### src/rtl/fetch_stage.sv
// IF stage: PC register, single-outstanding instruction fetch over req/ready + rvalid,
// one-entry response buffer for decode stalls, and the IF/ID pipeline register.
//
// state | meaning
// IDLE  | no request in flight; may issue a fetch for PCF
// WAIT  | request accepted, response for PCF pending
// DROP  | request in flight was redirected away; next response is discarded
module fetch_stage #(
    parameter int              XLEN      = 32,
    parameter logic [XLEN-1:0] RESET_PC  = '0,
    parameter logic [31:0]     NOP_INSTR = 32'h0000_0013
) (
    input  logic            clk,
    input  logic            rst_n,
    input  logic            PCWrite,
    input  logic            IF_ID_Write,
    input  logic            PCSrcE,
    input  logic [XLEN-1:0] PCTargetE,
    output logic            imem_req,
    output logic [XLEN-1:0] imem_addr,
    input  logic            imem_ready,
    input  logic            imem_rvalid,
    input  logic [31:0]     imem_rdata,
    output logic [31:0]     InstrD,
    output logic [XLEN-1:0] PCD,
    output logic [XLEN-1:0] PCPlus4D,
    output logic            ValidD
);

    typedef enum logic [1:0] {
        S_IDLE = 2'd0,
        S_WAIT = 2'd1,
        S_DROP = 2'd2
    } state_t;

    state_t          state_q, state_d;
    logic [XLEN-1:0] pcf_q, pcf_d;
    logic            buf_valid_q, buf_valid_d;
    logic [31:0]     buf_instr_q, buf_instr_d;
    logic [XLEN-1:0] buf_pc_q, buf_pc_d;
    logic [31:0]     instr_id_q, instr_id_d;
    logic [XLEN-1:0] pc_id_q, pc_id_d;
    logic [XLEN-1:0] pcplus4_id_q, pcplus4_id_d;
    logic            valid_id_q, valid_id_d;

    logic            handshake;
    logic            resp_ok;
    logic [XLEN-1:0] pcf_plus4;

    // Request is masked during reset so nothing leaks out before PCF is valid.
    assign imem_req  = rst_n & (state_q == S_IDLE) & ~buf_valid_q & PCWrite & ~PCSrcE;
    assign imem_addr = pcf_q;
    assign handshake = imem_req & imem_ready;
    assign resp_ok   = (state_q == S_WAIT) & imem_rvalid & ~PCSrcE;
    assign pcf_plus4 = pcf_q + XLEN'(4);

    assign InstrD   = instr_id_q;
    assign PCD      = pc_id_q;
    assign PCPlus4D = pcplus4_id_q;
    assign ValidD   = valid_id_q;

    always_comb begin
        state_d      = state_q;
        pcf_d        = pcf_q;
        buf_valid_d  = buf_valid_q;
        buf_instr_d  = buf_instr_q;
        buf_pc_d     = buf_pc_q;
        instr_id_d   = instr_id_q;
        pc_id_d      = pc_id_q;
        pcplus4_id_d = pcplus4_id_q;
        valid_id_d   = valid_id_q;

        case (state_q)
            S_IDLE: if (handshake) state_d = S_WAIT;
            S_WAIT: begin
                if (imem_rvalid)  state_d = S_IDLE;
                else if (PCSrcE)  state_d = S_DROP;
            end
            S_DROP: if (imem_rvalid) state_d = S_IDLE;
            default: state_d = S_IDLE;
        endcase

        if (PCSrcE) begin
            // Redirect wins over everything, including a decode stall.
            pcf_d       = PCTargetE;
            buf_valid_d = 1'b0;
            valid_id_d  = 1'b0;
            instr_id_d  = NOP_INSTR;
        end else begin
            if (resp_ok) pcf_d = pcf_plus4;

            if (IF_ID_Write) begin
                if (buf_valid_q) begin
                    instr_id_d   = buf_instr_q;
                    pc_id_d      = buf_pc_q;
                    pcplus4_id_d = buf_pc_q + XLEN'(4);
                    valid_id_d   = 1'b1;
                    buf_valid_d  = 1'b0;
                end else if (resp_ok) begin
                    instr_id_d   = imem_rdata;
                    pc_id_d      = pcf_q;
                    pcplus4_id_d = pcf_plus4;
                    valid_id_d   = 1'b1;
                end else begin
                    instr_id_d   = NOP_INSTR;
                    valid_id_d   = 1'b0;
                end
            end

            if (resp_ok && !(IF_ID_Write && !buf_valid_q)) begin
                buf_valid_d = 1'b1;
                buf_instr_d = imem_rdata;
                buf_pc_d    = pcf_q;
            end
        end
    end

    always_ff @(posedge clk or negedge rst_n) begin
        if (!rst_n) begin
            state_q      <= S_IDLE;
            pcf_q        <= RESET_PC;
            buf_valid_q  <= 1'b0;
            buf_instr_q  <= '0;
            buf_pc_q     <= '0;
            instr_id_q   <= NOP_INSTR;
            pc_id_q      <= '0;
            pcplus4_id_q <= '0;
            valid_id_q   <= 1'b0;
        end else begin
            state_q      <= state_d;
            pcf_q        <= pcf_d;
            buf_valid_q  <= buf_valid_d;
            buf_instr_q  <= buf_instr_d;
            buf_pc_q     <= buf_pc_d;
            instr_id_q   <= instr_id_d;
            pc_id_q      <= pc_id_d;
            pcplus4_id_q <= pcplus4_id_d;
            valid_id_q   <= valid_id_d;
        end
    end

endmodule

### config.mk
export PLATFORM = sky130hd
export DESIGN_NAME = fetch_stage
export DESIGN_NICKNAME = d
export VERILOG_FILES = /design/src/rtl/fetch_stage.sv
export SDC_FILE = /design/constraint.sdc
export NUM_CORES = 1
export LEC_CHECK = 0
export ABC_AREA = 0
export BUFFER_PORTS_ARGS = -buffer_cell sky130_fd_sc_hd__buf_2
export CAP_MARGIN = 10
export CORE_MARGIN = 4
export CORE_UTILIZATION = 55
export DETAILED_ROUTE_END_ITERATION = 10
export GPL_TIMING_DRIVEN = 1
export PLACE_DENSITY = 0.8
export SLEW_MARGIN = 5
export SYNTH_ARGS = -nofsm -noshare
export SYNTH_HDL_FRONTEND = slang
export SYNTH_SLANG_ARGS = --single-unit
### constraint.sdc
create_clock -name clk -period 2.4 [get_ports clk]
set_input_delay 0.36 -clock clk [delete_from_list [all_inputs] [get_ports clk]]
set_output_delay 0.36 -clock clk [all_outputs]
set_load 0.05 [all_outputs]
==> results by group <==
CTS
  – CTS Sinks: 194
  – TritonCTS clock tree: done
  – Clock Tree Root: clkbuf_16
  – Setup bufs post-CTS: 0
  – Clock Latency Late Sink: 0.44 ns
  – CTS max path bufs: 2
  – H-tree depth: 4
  – Total CTS buffers: 17
  – CTS clk-pin slew, worst paths: 0.08 ns
  – Post-CTS Hold Fix Bufs: 1
  – Post_cts resized: 0

Synth
  – Ys async rst share: 100%
  – Synth Register Bits: 194
  – Mean Syn Cell Area: 10.3 µm²
  – Synth cell types: 50
  – Synth Cell Area: 0.00962 mm²
  – Dominant cells by area after synthesis: dfrtp_1 50%, mux2_2 7.5%, mux2i_1 4.4%, xnor2_1 4.3%, o21ai_0 4.1%
  – Yosys warning total: 0
  – Sequential fraction of the synthesis area: 50.5%
  – Mapped Cells: 932
  – Yosys top cell by area: dfrtp_1
  – EDFF count, synth: 0
  – Syn Nets: 1,005
  – Yosys top cell area share: 49.7%
  – Dominant synthesized flop cell: dfrtp_1

Timing
  – FMAX: 0.446 GHz
  – Final setup fails: 0
  – Fin crit period: 2.24 ns
  – RSZ-0062 raised after global routing: false
  – Fin. Hold Viols: 0
  – Fin Clk Skew: 0.0138 ns
  – Setup_tns: 0 ns
  – Worst Tran Pin Value: 0.719 ns
  – Final slew viol count: 0
  – Fin crit share: 93.5%
  – Max-slew headroom: 51.9%

Power and ir drop
  – Sw Ratio: 37.3%
  – NetSw: 0.00351 W
  – Overall power: 0.00941 W
  – Worst vdd ir: 519 µV
  – P_leak: 5.23 nW
  – P_int: 0.00591 W
  – Sequential group share of total power: 44.1%
  – Power per cell area: 812 mW/mm²
  – Clock share of power: 31.1%
  – Gate power share: 24.8%

Worst setup path
  – Worst EP arrival: 1.88 ns
  – CP Max Fanout: 39
  – Worst EP required: 2.04 ns
  – Critical path, cell by cell: dlygate4sd3_1 -> clkbuf_8 -> nand3_1 -> nor3_1 -> buf_2
  – CP Class: in -> out
  – Worst Path Buf+Inv: 3
  – CP endpoint kind: primary output
  – CP delay by family, top: buffers and inverters
  – Largest stage delay on the critical path: 0.54 ns
  – Startpoint class of the critical path: input port
  – R2r setup slk: 0.18 ns
  – Slowest-stage cell, CP: dlygate4sd3_1

Layout
  – Final Net Count: 1,187
  – Share of layout cells above drive strength 1: 31.5%
  – Area delta synth->final: 20.5%
  – Most frequent cells in the layout: 198 x buf_2, 188 x dfrtp_1, 105 x nand2_1
  – Fill cells: 1,367
  – Most common cell after layout, fill and taps aside: buf_2

Routing
  – TritonRoute pass-1 iters: 5
  – DR vias/cell: 5.89
  – Final WL: 26,500 µm
  – Wire per inst: 19.6 µm
  – DRC violations left: 0
  – ANT nets after route: 0
  – Vias: 7,976
  – Initial DRC Count: 592

GRT
  – Largest net degree at the start of global routing: 98
  – Total track usage: 27.0%
  – First-pass GRT wire length: 42,700 µm
  – Initial antenna violation count: 4
  – Vias in the first global route: 8,020
  – Global route total overflow: 0

Die
  – # IOs: 201
  – Core area: 0.0172 mm²
  – Initial Util: 55.8%
  – Core Rows: 48
  – Die Footprint: 0.0197 mm²
  – DIE WIDTH: 140 µm
  – Overall die height: 140 µm

Run
  – Max Cap Viol: 0

Worst hold path
  – Worst Hold Class: in -> reg

Place
  – Placer Congestion: 0.928
  – Post-DP HPWL: 18,800 µm
  – IO Port Bufs: 200

Run status
  – Status: finished clean
## registers in the layout (all words and copies together) (netlist names)
signal	count
InstrD	32
PCD	32
PCPlus4D	30
ValidD	1
buf_instr_q	32
buf_pc_q	32
buf_valid_q	1
imem_addr	32
state_q	2
## through the flow
stage	utilization, %	cell area [µm²]	setup WS (ns)	instances	hold WS [ns]
5_1_grt	67.2	11600	0.0432	1354	0.105
3_5_place_dp	63.6	11000	0.245	1319	0.302
2_1_floorplan	-	9620	0.000436	932	0.0644
4_1_cts	67.2	11600	0.151	1352	0.0990
6_report	67.2	11600	0.156	1354	0.107
3_3_place_gp	63.6	11000	0.310	1319	0.303
## cell families (layout without fill, tap and decap cells)
| kind of cell | Yosys count | after routing | share of synthesized area, % |
|---|---|---|---|
| other cells | 0 | 2 | 0 |
| buf+inv | 91 | 286 | 4.08 |
| fa+ha+maj | 2 | 2 | 0.260 |
| mux | 106 | 106 | 11.9 |
| simple gates | 277 | 277 | 14.1 |
| flops | 194 | 194 | 50.5 |
| xor+xnor | 74 | 74 | 6.74 |
| compound gates | 188 | 188 | 12.5 |
## layer usage
metal / share of wire, % / GRT usage [%]
met1: 40 / 36.0
met3: 9.6 / 7.78
met5: 0.079 / 0
met4: 2.8 / 9.28
met2: 47 / 42.6
## area by class of cell
class                           instances  area [µm²]  share of cell area (%)
Multi-Input combinational cell        647        4400                    38.0
Clock buffer                           17         425                    3.67
Tap cell                              225         282                    2.43
Timing Repair Buffer                  245        1390                    12.0
Clock inverter                         15         190                    1.64
Sequential cell                       194        4860                    42.0
Antenna cell                            2        5.00                  0.0432
Inverter                                9        33.8                   0.292
## power groups by stage
| stage | clock [W] | sequential [W] | combinational, W |
|---|---|---|---|
| 2_1_floorplan | 0 | 0.00506 | 0.000748 |
| 3_3_place_gp | 0 | 0.00417 | 0.00231 |
| 3_5_place_dp | 0 | 0.00420 | 0.00234 |
| 4_1_cts | 0.00297 | 0.00414 | 0.00235 |
| 5_1_grt | 0.00312 | 0.00421 | 0.00248 |
| 6_report | 0.00293 | 0.00415 | 0.00233 |
## synthesized netlist by cell type, types with 17 or more instances
cell	instances
nand3_1	24
buf_2	19
nor2_1	52
nor3_1	21
clkbuf_1	49
xnor2_1	47
o21ai_0	79
dfrtp_1	191
nand2_1	105
xor2_1	27
mux2_2	64
mux2i_1	42
nand4_1	17
a211oi_1	30
a22oi_1	32
## worst paths after layout
kind | startpoint | end | cells past startpoint
min in group asynchronous | rst_n | imem_addr[9] | 2
max in group asynchronous | rst_n | InstrD[15] | 3
hold / removal | imem_rvalid | state_q[1] | 2
setup reg to reg | buf_pc_q[3] | PCPlus4D[28] | 6
hold reg to reg | PCD[22] | PCD[22] | 2
setup / recovery | rst_n | imem_req | 5
No activity file was read; power rests on OpenSTA's default activity.
